## src/rtl/alu_multicycle.sv

```systemverilog
// Registered EX-stage ALU with a valid/ready handshake. Single-cycle ops finish
// on the accept edge. MUL/DIVU/REMU iterate one bit per cycle for WIDTH cycles.
module alu_multicycle #(
  parameter int WIDTH = 32,
  parameter int SH_W  = $clog2(WIDTH),
  parameter int CNT_W = $clog2(WIDTH) + 1
) (
  input  logic             clk,
  input  logic             rst_n,
  input  logic             in_valid,
  output logic             in_ready,
  input  logic [3:0]       op,
  input  logic [WIDTH-1:0] a,
  input  logic [WIDTH-1:0] b,
  output logic             out_valid,
  input  logic             out_ready,
  output logic [WIDTH-1:0] result,
  output logic             zero,
  output logic             ovf,
  output logic             illegal,
  output logic             busy
);

  // Handshake: a transfer happens on a rising edge where valid and ready are
  // both high. The producer holds in_valid and operands until that edge. The
  // consumer sees result and flags held stable while out_valid is high and
  // out_ready is low.

  localparam logic [3:0] OP_ADD  = 4'b0000;
  localparam logic [3:0] OP_SLT  = 4'b0001;
  localparam logic [3:0] OP_SUB  = 4'b0010;
  localparam logic [3:0] OP_SLTU = 4'b0011;
  localparam logic [3:0] OP_AND  = 4'b0100;
  localparam logic [3:0] OP_OR   = 4'b0101;
  localparam logic [3:0] OP_NOR  = 4'b0110;
  localparam logic [3:0] OP_XOR  = 4'b0111;
  localparam logic [3:0] OP_SLL  = 4'b1000;
  localparam logic [3:0] OP_SRL  = 4'b1001;
  localparam logic [3:0] OP_SRA  = 4'b1010;
  localparam logic [3:0] OP_MUL  = 4'b1100;
  localparam logic [3:0] OP_DIVU = 4'b1101;
  localparam logic [3:0] OP_REMU = 4'b1110;

  typedef enum logic [1:0] {IDLE, CALC, DONE} state_t;

  state_t           state;
  logic [3:0]       op_r;
  logic [CNT_W-1:0] counter;
  logic [WIDTH-1:0] acc;   // MUL: partial product; DIV: partial remainder
  logic [WIDTH-1:0] x;     // MUL: shifted multiplicand; DIV: dividend -> quotient
  logic [WIDTH-1:0] y;     // MUL: shifted multiplier; DIV: divisor

  logic             accept;
  logic             is_multi;
  logic [SH_W-1:0]  shamt;
  logic [WIDTH-1:0] sum;
  logic [WIDTH-1:0] diff;
  logic [WIDTH-1:0] alu_res;
  logic             alu_ovf;
  logic             alu_ill;

  logic [WIDTH-1:0] mul_acc;
  logic [WIDTH:0]   r_shift;
  logic [WIDTH:0]   r_diff;
  logic             div_ok;
  logic [WIDTH-1:0] div_rem;
  logic [WIDTH-1:0] div_quo;
  logic [WIDTH-1:0] calc_res;

  assign in_ready = (state == IDLE) || ((state == DONE) && out_ready);
  assign accept   = in_valid && in_ready;
  assign is_multi = (op == OP_MUL) || (op == OP_DIVU) || (op == OP_REMU);
  assign shamt    = b[SH_W-1:0];
  assign sum      = a + b;
  assign diff     = a - b;

  always_comb begin
    alu_res = '0;
    alu_ovf = 1'b0;
    alu_ill = 1'b0;
    case (op)
      OP_ADD: begin
        alu_res = sum;
        alu_ovf = (a[WIDTH-1] == b[WIDTH-1]) && (sum[WIDTH-1] != a[WIDTH-1]);
      end
      OP_SLT:  alu_res = {{(WIDTH-1){1'b0}}, ($signed(a) < $signed(b))};
      OP_SUB: begin
        alu_res = diff;
        alu_ovf = (a[WIDTH-1] != b[WIDTH-1]) && (diff[WIDTH-1] != a[WIDTH-1]);
      end
      OP_SLTU: alu_res = {{(WIDTH-1){1'b0}}, (a < b)};
      OP_AND:  alu_res = a & b;
      OP_OR:   alu_res = a | b;
      OP_NOR:  alu_res = ~(a | b);
      OP_XOR:  alu_res = a ^ b;
      OP_SLL:  alu_res = a << shamt;
      OP_SRL:  alu_res = a >> shamt;
      OP_SRA:  alu_res = $signed(a) >>> shamt;
      OP_MUL, OP_DIVU, OP_REMU: alu_res = '0;
      default: alu_ill = 1'b1;
    endcase
  end

  // One iteration step. A zero divisor never borrows, so DIVU naturally
  // yields all ones and REMU yields the dividend.
  always_comb begin
    mul_acc = acc + (y[0] ? x : '0);
    r_shift = {acc, x[WIDTH-1]};
    r_diff  = r_shift - {1'b0, y};
    div_ok  = ~r_diff[WIDTH];
    div_rem = div_ok ? r_diff[WIDTH-1:0] : r_shift[WIDTH-1:0];
    div_quo = {x[WIDTH-2:0], div_ok};
    case (op_r)
      OP_MUL:  calc_res = mul_acc;
      OP_DIVU: calc_res = div_quo;
      default: calc_res = div_rem;
    endcase
  end

  always_ff @(posedge clk or negedge rst_n) begin
    if (!rst_n) begin
      state     <= IDLE;
      op_r      <= '0;
      counter   <= '0;
      acc       <= '0;
      x         <= '0;
      y         <= '0;
      result    <= '0;
      zero      <= 1'b0;
      ovf       <= 1'b0;
      illegal   <= 1'b0;
      out_valid <= 1'b0;
      busy      <= 1'b0;
    end else if (accept) begin
      op_r    <= op;
      counter <= '0;
      if (is_multi) begin
        state     <= CALC;
        busy      <= 1'b1;
        out_valid <= 1'b0;
        acc       <= '0;
        x         <= a;
        y         <= b;
      end else begin
        state     <= DONE;
        busy      <= 1'b0;
        out_valid <= 1'b1;
        result    <= alu_res;
        zero      <= (alu_res == '0);
        ovf       <= alu_ovf;
        illegal   <= alu_ill;
      end
    end else begin
      case (state)
        CALC: begin
          counter <= counter + 1'b1;
          if (op_r == OP_MUL) begin
            acc <= mul_acc;
            x   <= x << 1;
            y   <= y >> 1;
          end else begin
            acc <= div_rem;
            x   <= div_quo;
          end
          if (counter == CNT_W'(WIDTH - 1)) begin
            state     <= DONE;
            busy      <= 1'b0;
            out_valid <= 1'b1;
            result    <= calc_res;
            zero      <= (calc_res == '0);
            ovf       <= 1'b0;
            illegal   <= 1'b0;
          end
        end
        DONE: begin
          if (out_ready) begin
            state     <= IDLE;
            out_valid <= 1'b0;
          end
        end
        default: state <= IDLE;
      endcase
    end
  end

endmodule

```

## config.mk

```make
export PLATFORM = sky130hd
export DESIGN_NAME = alu_multicycle
export DESIGN_NICKNAME = d
export VERILOG_FILES = /design/src/rtl/alu_multicycle.sv
export SDC_FILE = /design/constraint.sdc
export NUM_CORES = 1
export LEC_CHECK = 0
export ABC_AREA = 1
export BUFFER_PORTS_ARGS = -buffer_cell sky130_fd_sc_hd__buf_2
export CORE_MARGIN = 2
export CORE_UTILIZATION = 43
export CTS_CLUSTER_SIZE = 8
export DETAILED_ROUTE_END_ITERATION = 10
export HOLD_SLACK_MARGIN = 0.03
export PLACE_DENSITY = 0.6
export SYNTH_ARGS = -nofsm -noshare
export SYNTH_HDL_FRONTEND = slang
export SYNTH_SLANG_ARGS = --single-unit
export TNS_END_PERCENT = 10
```

## constraint.sdc

```tcl
create_clock -name clk -period 4 [get_ports clk]
set_clock_uncertainty 0.05 [all_clocks]
set_input_delay 0.4 -clock clk [delete_from_list [all_inputs] [get_ports clk]]
set_output_delay 0.4 -clock clk [all_outputs]
set_load 0.02 [all_outputs]
```

==> impl_results.md <==
* Post-synthesis instance area at 0.0216 mm^2
* First-pass GRT wire length at 162000 um
* Achievable frequency at 276 MHz
* Pwr dens at 669 mW/mm^2
* Min setup slack post-route at 0.381 ns
* Remaining DRCs at 0
* Die outline area at 0.0520 mm^2
* Post-synth top flop: dfrtp_1
* EDFF count, synth at 0
* Number of clock sinks at 145
* Crit path time final at 3.62 ns
* Via count at 27300
* CTS tree: done
* Final-layout fill cell count at 5523
* Leakage power at 12.5 nW
* Yosys warning total at 0
* Switching part of the total power at 59.7%
* TNS Setup at 0 ns
* Combinational share of power at 71.6%
* Ranking of synthesized cells by instance count: nand2_1 (1175), inv_1 (472), nand3_1 (398)
* H-tree levels at 4
* Max-Slew Margin vs Limit at 21.6%
* Outcome: finished, violations left
* Power dissipated by switching net loads at 9.48 mW
* Startpoint type of the worst setup path: flip-flop
* Simple-Gate Fraction of Synth Area at 40.1%
* Die height at 228 um
* Dominant combinational cell family by area after synthesis: simple AND/OR/NAND/NOR gates
* Flops & latches, synth at 145
* Xor-xnor portion of the synthesized cell area at 0.731%
* Clock Tree Buf Depth at 2
* Worst vdd rail ir drop at 0.398 mV
* Setup repair after global routing missed its margin: no
* Share of cell area taken by muxes after synthesis at 0.0464%
* TritonCTS buffer count at 17
* Worst Tran Pin Value at 1.17 ns
* Critical path type: flip-flop to flip-flop
* Core region area at 0.0499 mm^2
* Total setup violations reported at the end of the flow at 0
* Failing checks: hold timing
* Pin count of the biggest net entering global routing at 112
* Total count of max-transition violations in the final report at 0
* Nets in the synthesized netlist at 4046
* Async SR Flop Fraction at 100%
* Area fraction in compound gates after synthesis at 20.4%
* Number of buffers inserted by hold repair at cts at 0
* Worst EP required at 4.25 ns
* Final WL at 111000 um
* Total power consumption of the routed design at 15.9 mW
* Endpoint type of the worst setup path: flip-flop
* DR WL/cell at 24.4 um
* Post-Route Hold Slack at -0.000566 ns
* Global placer's final weighted congestion at 1.14
* Clk Latency, worst-skew pair at 0.46 ns
* Largest driver fanout on the critical path at 26
* Top cells by area, synth: nand2_1 (20%), dfrtp_1 (17%), ha_1 (9.8%), nand3_1 (9.2%), inv_1 (8.2%)
* Antenna violations before repair at 7
* GR Util All Layers at 41.8%
* HP Class: input port to async pin
* Residual overflow from global routing at 0
* Number of global-route vias before repair at 25100
* Most instantiated library cell after synthesis: nand2_1
* Average footprint of a synthesized cell at 5.68 um^2
* Number of nets still failing antenna checks after routing at 0
* Post-Syn Instances at 3801
* Share of post-route cells with drive strength above 1 at 8.17%
* Rows at 82
* Data arrival, critical path at 3.87 ns
* Adder and majority gate portion of the synthesized area at 10.2%
* Root buffer selected by CTS: clkbuf_16
* Number of endpoints with negative hold slack in the final report at 1
* Area growth from synthesis to final layout at 10.1%
* Worst Setup Slack post-DPL at 0.230 ns
* Crit share post-route at 90.5%
* Count of pins on the block boundary at 110
* HPWL after DPL at 88800 um
* Post-CTS Repair Setup Buffers at 0
* Netlist cell types at 56
* Iteration count of the initial detailed-routing pass at 6
* Share of total power in sequential cells at 18.2%
* Area fraction of the dominant cell type after synthesis at 20.4%
* I/O Buffers at 109
* Max Cap Viol at 0
* Initial DRC Count at 3589
* CTS resizes at 0
* Layout net count at 4122
* Share of power burned in the clock network at 10.1%
* Internal power summed over all cells at 6.41 mW
* Sequential share of the synthesized area at 16.8%
* Width of the die at 228 um
* Largest area contributor in the netlist: nand2_1
* Clock slew at reported path FFs at 0.07 ns
* Routed via count divided by cell count at 5.99
* Effective utilization at floorplan at 43.3%
metal layers:
metal	part of all wire [%]	GRT usage, %	vias to the layer above
met5	0.048	0	-
met4	10	36.0	8
met1	37	50.4	12200
met3	11	9.76	474
met2	42	62.7	1973
li1	-	-	12700
worst max-delay path, stage by stage (launching register included):
cell     delay [ns]
dfrtp_1        0.52
ha_1           0.20
inv_1          0.06
fa_1           0.39
nand2_1        0.09
nand2_1        0.07
nand3_1        0.17
nand2_2        0.12
nand2_2        0.09
nand2_4        0.06
nand2_4        0.10
nand2_4        0.06
nand2_4        0.13
nand2_4        0.25
o21ai_1        0.30
nand2_1        0.08
nand3_1        0.16
nor2_1         0.11
o31ai_1        0.45
registers in the layout (all words and copies together), names as in the netlist, 2 cells and up:
name and cells:
op_r 4, acc 32, counter 6, x 32, state 2, y 32
result 32
power groups by stage:
stage | registers [mW] | logic [mW] | clock network (mW)
2_1_floorplan | 2.53 | 7.54 | 0
3_3_place_gp | 2.84 | 10.8 | 0
3_5_place_dp | 2.82 | 10.8 | 0
4_1_cts | 2.81 | 10.9 | 1.62
5_1_grt | 2.90 | 12.4 | 1.67
6_report | 2.90 | 11.4 | 1.61
per-stage QoR:
stage / instances / util, % / cell area (um^2)
after floorplan: 3801 / - / 21600
after global placement: 4529 / 46.5 / 23200
after detailed placement: 4529 / 46.5 / 23200
after CTS: 4561 / 47.6 / 23700
after global routing: 4562 / 47.6 / 23700
final: 4565 / 47.6 / 23800
cells in the final DEF, fill, tap and decap left out, drive strengths merged, types with 21 or more instances in the layout:
master,count
o21ai,286
o211ai,82
nand4,34
nand2,1197
ha,169
a31oi,40
dfrtp,145
o21a,21
o22ai,31
nor3,41
buf,218
nor2,330
inv,491
nand3b,23
a21oi,223
nand3,403
cell type report:
type                            count  area [um^2]  share of cell area [%]
Inverter                          486         1830                    7.69
Tap cell                          672          841                    3.54
Sequential cell                   145         3630                    15.3
Timing Repair Buffer              218         1420                    5.98
Antenna cell                        3         7.51                  0.0316
Clock buffer                       17          425                    1.79
Multi-Input combinational cell   3009        15500                    65.1
Clock inverter                     15          149                   0.627
worst paths after layout:
| kind | start | end | slack, ns | cells after the start |
|---|---|---|---|---|
| worst max-delay path | y[0] | result[16] | 0.38 | 18 |
| worst min-delay path | rst_n | counter[5] | -0.0006 | 1 |
| worst max register to register | y[0] | result[16] | 0.38 | 18 |
| worst min register to register | counter[5] | counter[5] | 0.42 | 1 |
| max in group asynchronous | rst_n | y[23] | 2.90 | 2 |
| min in group clk | out_ready | state[1] | 0.17 | 4 |
cell families (layout without fill, tap and decap cells):
logic type	after synthesis	in the layout
simple gates	2057	2057
xor+xnor	18	18
mux	1	1
flops	145	145
buf+inv	647	736
fa+ha+maj	173	173
compound gates	760	760
other cells	0	3
Power figures use the tool's default switching activity.
